==> src/rtl/pcieifc_fifo_pkg.sv <==
// Shared definitions for the PCIe interface async FIFO pointer blocks.
// Holds the pointer width and the Gray/binary conversions used by both the
// write-side (wptr/full) and read-side (rptr/empty) pointer generators.
package pcieifc_fifo_pkg;

    localparam int unsigned FIFO_ADDRSIZE = 4;
    // One extra bit beyond the address distinguishes full from empty.
    localparam int unsigned PTRW = FIFO_ADDRSIZE + 1;

    function automatic logic [PTRW-1:0] bin2gray(input logic [PTRW-1:0] b);
        return (b >> 1) ^ b;
    endfunction

    // XOR prefix from the MSB down.
    function automatic logic [PTRW-1:0] gray2bin(input logic [PTRW-1:0] g);
        logic [PTRW-1:0] b;
        b[PTRW-1] = g[PTRW-1];
        for (int i = int'(PTRW) - 2; i >= 0; i--) begin
            b[i] = b[i+1] ^ g[i];
        end
        return b;
    endfunction

endpackage

==> src/rtl/pcieifc_sync_ff.sv <==
// Multi-flop synchroniser for bringing a (Gray-coded) bus into a new clock
// domain. No logic between stages; all stages reset to 0.
// Ports:
//   clk    destination-domain clock
//   rst_n  async active-low reset
//   d      input from the foreign domain
//   q      synchronised output (last stage)
module pcieifc_sync_ff #(
    parameter int unsigned WIDTH  = 1,
    parameter int unsigned STAGES = 2
) (
    input  logic             clk,
    input  logic             rst_n,
    input  logic [WIDTH-1:0] d,
    output logic [WIDTH-1:0] q
);

    logic [WIDTH-1:0] stage_q [STAGES];

    always_ff @(posedge clk or negedge rst_n) begin
        if (!rst_n) begin
            for (int unsigned i = 0; i < STAGES; i++) begin
                stage_q[i] <= '0;
            end
        end else begin
            stage_q[0] <= d;
            for (int unsigned i = 1; i < STAGES; i++) begin
                stage_q[i] <= stage_q[i-1];
            end
        end
    end

    assign q = stage_q[STAGES-1];

endmodule

==> src/rtl/pcieifc_fifo_wptr_full.sv <==
// Write-domain pointer and status generator for the PCIe interface async FIFO.
// Keeps binary and Gray write pointers, synchronises the read Gray pointer
// into wclk and produces registered full / almost-full / level / overflow.
// ADDRSIZE must match pcieifc_fifo_pkg::FIFO_ADDRSIZE (shared pointer helpers).
// Ports:
//   wclk          write clock
//   wrst_n        async active-low reset
//   winc          write request (also the memory write enable)
//   rptr          read-domain Gray pointer (registered in rclk domain)
//   waddr         memory write address
//   wptr          registered Gray write pointer, to read-side synchroniser
//   wfull         FIFO full
//   walmost_full  free entries <= AFULL_THRESH
//   wlevel        occupied entries seen from the write domain, 0..DEPTH
//   woverflow     one-cycle pulse: winc while wfull (write dropped)
module pcieifc_fifo_wptr_full
    import pcieifc_fifo_pkg::*;
#(
    parameter int unsigned ADDRSIZE     = FIFO_ADDRSIZE,
    parameter int unsigned AFULL_THRESH = 2,
    parameter int unsigned SYNC_STAGES  = 2
) (
    input  logic                wclk,
    input  logic                wrst_n,
    input  logic                winc,
    input  logic [ADDRSIZE:0]   rptr,
    output logic [ADDRSIZE-1:0] waddr,
    output logic [ADDRSIZE:0]   wptr,
    output logic                wfull,
    output logic                walmost_full,
    output logic [ADDRSIZE:0]   wlevel,
    output logic                woverflow
);

    localparam int unsigned DEPTH = 1 << ADDRSIZE;
    localparam logic [ADDRSIZE:0] AFULL_LEVEL = (ADDRSIZE + 1)'(DEPTH - AFULL_THRESH);

    logic [ADDRSIZE:0] wq2_rptr;
    logic [ADDRSIZE:0] rq2_bin;
    logic [ADDRSIZE:0] wbin;
    logic [ADDRSIZE:0] wbinnext;
    logic [ADDRSIZE:0] wgraynext;
    logic [ADDRSIZE:0] wlevel_next;
    logic              wacc;
    logic              wfull_next;
    logic              walmost_full_next;

    pcieifc_sync_ff #(
        .WIDTH  (ADDRSIZE + 1),
        .STAGES (SYNC_STAGES)
    ) u_sync_rptr (
        .clk   (wclk),
        .rst_n (wrst_n),
        .d     (rptr),
        .q     (wq2_rptr)
    );

    // Registered wfull gates acceptance, so rptr has no combinational path here.
    assign wacc      = winc & ~wfull;
    assign wbinnext  = wbin + {{ADDRSIZE{1'b0}}, wacc};
    assign wgraynext = bin2gray(wbinnext);
    assign rq2_bin   = gray2bin(wq2_rptr);

    // Full when write Gray equals read Gray with the top two bits inverted.
    assign wfull_next = (wgraynext == {~wq2_rptr[ADDRSIZE:ADDRSIZE-1], wq2_rptr[ADDRSIZE-2:0]});

    assign wlevel_next       = wbinnext - rq2_bin;
    assign walmost_full_next = (wlevel_next >= AFULL_LEVEL);

    always_ff @(posedge wclk or negedge wrst_n) begin
        if (!wrst_n) begin
            wbin         <= '0;
            wptr         <= '0;
            wfull        <= 1'b0;
            walmost_full <= 1'b0;
            wlevel       <= '0;
            woverflow    <= 1'b0;
        end else begin
            wbin         <= wbinnext;
            wptr         <= wgraynext;
            wfull        <= wfull_next;
            walmost_full <= walmost_full_next;
            wlevel       <= wlevel_next;
            woverflow    <= winc & wfull;
        end
    end

    assign waddr = wbin[ADDRSIZE-1:0];

endmodule

==> config.mk <==
export PLATFORM = sky130hd
export DESIGN_NAME = pcieifc_fifo_wptr_full
export DESIGN_NICKNAME = d
export VERILOG_FILES = /design/src/rtl/pcieifc_fifo_pkg.sv /design/src/rtl/pcieifc_sync_ff.sv /design/src/rtl/pcieifc_fifo_wptr_full.sv
export SDC_FILE = /design/constraint.sdc
export NUM_CORES = 1
export LEC_CHECK = 0
export CAP_MARGIN = 20
export CELL_PAD_IN_SITES_DETAIL_PLACEMENT = 2
export CELL_PAD_IN_SITES_GLOBAL_PLACEMENT = 2
export CORE_MARGIN = 4
export CORE_UTILIZATION = 36
export DETAILED_ROUTE_END_ITERATION = 8
export GPL_ROUTABILITY_DRIVEN = 0
export PLACE_DENSITY = 0.86
export SYNTH_ARGS = -nofsm -noshare
export SYNTH_HDL_FRONTEND = slang
export SYNTH_SLANG_ARGS = --single-unit
export TNS_END_PERCENT = 50
==> constraint.sdc <==
create_clock -name wclk -period 4.3 [get_ports wclk]
set_input_delay 0.43 -clock wclk [delete_from_list [all_inputs] [get_ports wclk]]
set_output_delay 0.43 -clock wclk [all_outputs]
set_load 0.02 [all_outputs]
==> results.sh <==
export IMPL_cts_sinks=27
export IMPL_cp_slowest_cell="clkdlybuf4s50_1"
export IMPL_crit_path_start="winc"
export IMPL_dieWidth_microns=66.57
export IMPL_clockRootBuffer="clkbuf_4"
export IMPL_die_area_sq_mm=0.004432
export IMPL_grt_usage_pct=14.23
export IMPL_leakagePower_nw=0.6760
export IMPL_cp_start_kind="primary input"
export IMPL_setup_violations_final=0
export IMPL_fillers=335
export IMPL_hold_viol_final=0
export IMPL_clock_latency_ns=0.34
export IMPL_arrival_ns=3.09
export IMPL_syn_area_per_cell_sq_um=13.57
export IMPL_numCtsBuffers=3
export IMPL_clk_pin_slew_worst_paths_ns=0.17
export IMPL_yosysSeqAreaShare_pct=54.71
export IMPL_hold_class="reg2reg"
export IMPL_clock_path_buffers=2
export IMPL_areaGrowthSynthToFinish_pct=25.03
export IMPL_wl_microns=2751
export IMPL_core_area_sq_mm=0.003337
export IMPL_ys_warn_count=0
export IMPL_cts_resized=0
export IMPL_grt_pass1_wl_microns=4636
export IMPL_drt_first_pass_iters=3
export IMPL_cp_required_ns=4.52
export IMPL_min_to="u_sync_rptr.q[4]$_DFF_PN0_"
export IMPL_worst_clock_skew_ns=0.02148
export IMPL_drive_gt1_share_pct=8.475
export IMPL_critPathMaxStageDelay_ns=0.49
export IMPL_cts_tree="done"
export IMPL_place_hpwl_microns=2182
export IMPL_syn_area_sq_mm=0.001235
export IMPL_worstPathMaxFanout=8
export IMPL_mostFrequentLayoutCells="dfrtp_1, clkdlybuf4s50_1, xnor2_1"
export IMPL_start_util_pct=37.01
export IMPL_postLayoutCellArea_sq_mm=0.001544
export IMPL_regArea_sq_um=675.6
export IMPL_powerDensity_mw_per_mm2=877.8
export IMPL_ant_nets=0
export IMPL_viasPerCell=4.573
export IMPL_worst_setup_path_end_kind="flop"
export IMPL_fmaxAchievable_mhz=349.1
export IMPL_fin_hold_ws_ns=0.3719
export IMPL_grt_pass1_vias=926
export IMPL_hold_buffers=0
export IMPL_drc=0
export IMPL_row_count=21
export IMPL_rsz0062_at_grt="no"
export IMPL_cts_setup_buffers=0
export IMPL_synth_seq_cells=27
export IMPL_r2r_start="u_sync_rptr.q[4]$_DFF_PN0_"
export IMPL_worstMarginPinSlew_ns=0.4422
export IMPL_hp_start="u_sync_rptr.stage_q[9]$_DFF_PN0_"
export IMPL_multiInputGateArea_sq_um=503.0
export IMPL_cts_htree_levels=1
export IMPL_maxSlewViolCount=0
export IMPL_io_pins=25
export IMPL_cp_cell_sequence="clkdlybuf4s50_1 -> nor2b_1 -> ha_1 -> nand2_1 -> xor2_1 -> inv_1 -> ha_1 -> nand2b_1 -> a21boi_0 -> o21ai_0 -> o311ai_1"
export IMPL_max_cap_violations=0
export IMPL_fp_dieH_microns=66.57
export IMPL_final_common_cell="dfrtp_1"
export IMPL_syn_nets=106
export IMPL_syn_inst=91
export IMPL_hold_depth=0
export IMPL_postPlaceCellArea_sq_mm=0.001514
export IMPL_numPortBuffers=24
export IMPL_fin_tns_setup_ns=0
export IMPL_antenna_found_initial=0
export IMPL_fin_crit_sh_pct=66.61
export IMPL_rr_worst_depth=10
export IMPL_wl_per_cell_microns=16.77
export IMPL_cp_common_cell="ha_1"
export IMPL_vias=750
export IMPL_synth_distinct_cells=31
export IMPL_final_nets=134
export IMPL_relSlewSlack_pct=70.31
export IMPL_grt_ovfl_total=0
export IMPL_grt_max_degree=28
export IMPL_reg2reg_to="walmost_full$_DFF_PN0_"
export IMPL_peakVddDrop_v=0.0002819
export IMPL_fin_crit_ns=2.864
export IMPL_rrSetupSlack_ns=1.50
export IMPL_status="finished, final reports clean"
export IMPL_diodes=0
export IMPL_path_class="in2reg"
export IMPL_dr_first_iter_drc_count=49
[metal layers]
layer	GRT usage [%]	wire length (microns)	vias up
met5	0	0	-
met2	26.24	1481	17
met1	16.33	1153	378
met3	2.192	72	4
li1	-	-	351
met4	5.330	44	0
[flip-flops by register name, indices dropped and copies added, names as in the netlist]
| name | cells |
|---|---|
| u_sync_rptr.q | 5 |
| wlevel | 5 |
| woverflow | 1 |
| u_sync_rptr.stage_q | 5 |
| wbin | 5 |
| wfull | 1 |
| walmost_full | 1 |
| wptr | 4 |
[power breakdown]
part | total, mW | leakage (nW) | switching, mW | internal [mW]
sequential | 0.416 | 0.320 | 0.0709 | 0.346
clock | 0.117 | 0.0139 | 0.0812 | 0.0356
combinational | 0.822 | 0.342 | 0.426 | 0.396
total | 1.36 | 0.676 | 0.579 | 0.777
[final cells by class]
cell class	instances	area share, %
Timing Repair Buffer	25	16.05
Clock buffer	3	1.459
Tap cell	46	3.728
Inverter	8	1.945
Multi-Input combinational cell	54	32.58
Sequential cell	27	43.76
Clock inverter	1	0.4862
[worst max-delay path by stage]
stage / depth (start not counted) / endpoint
floorplan: 10 / walmost_full$_DFF_PN0_
global placement: 10 / walmost_full$_DFF_PN0_
detailed placement: 11 / walmost_full$_DFF_PN0_
CTS: 11 / walmost_full$_DFF_PN0_
global route: 11 / walmost_full$_DFF_PN0_
finish: 11 / walmost_full$_DFF_PN0_
[critical path: cells and delay by family]
kind | cells | cell delay, ns
AOI/OAI and AO/OA | 3 | 0.58
xor gates and xnor gates | 1 | 0.33
and+or+nand+nor | 3 | 0.42
buffers and inverters | 2 | 0.61
adders and majority gates | 2 | 0.72
[synthesized netlist by cell type (all sizes together)]
cell | number | area share (%)
buf | 2 | 2.1
xnor3 | 1 | 1.8
nor2b | 3 | 1.5
a21boi | 2 | 1.2
xnor2 | 14 | 11
nand2 | 3 | 0.91
fa | 1 | 1.6
nand4 | 1 | 0.51
o211ai | 1 | 0.61
and2 | 1 | 0.51
xor3 | 1 | 2.0
or3 | 1 | 0.51
o21ai | 2 | 0.81
a311oi | 1 | 1.2
nand2b | 1 | 0.51
a2bb2oi | 1 | 0.71
and2b | 1 | 0.61
ha | 6 | 6.1
a21oi | 1 | 0.40
inv | 8 | 2.4
nor3b | 1 | 0.61
dfrtp | 27 | 55
xor2 | 5 | 3.5
nand3 | 1 | 0.40
o311ai | 1 | 0.71
nor2 | 1 | 0.30
nor4 | 1 | 1.0
or2b | 1 | 0.61
and4b | 1 | 0.81
[logic make-up (layout without fill, tap and decap cells)]
group	count (synthesis)	count (layout)	share of synthesized area [%]
buf+inv	10	37	4.559
fa+ha+maj	7	7	7.700
flops	27	27	54.71
simple gates	17	17	8.816
compound gates	9	9	5.673
xor+xnor	21	21	18.54
[metrics by stage]
stage / instances / total power [mW] / utilization (%) / worst slack (ns)
floorplan: 91 / 0.9710 / - / 1.894
global placement: 160 / 1.203 / 45.37 / 1.335
detailed placement: 160 / 1.258 / 45.37 / 1.040
CTS: 164 / 1.381 / 46.27 / 1.351
global route: 164 / 1.469 / 46.27 / 1.143
finish: 164 / 1.355 / 46.27 / 1.436
Power figures use the tool's default switching activity.
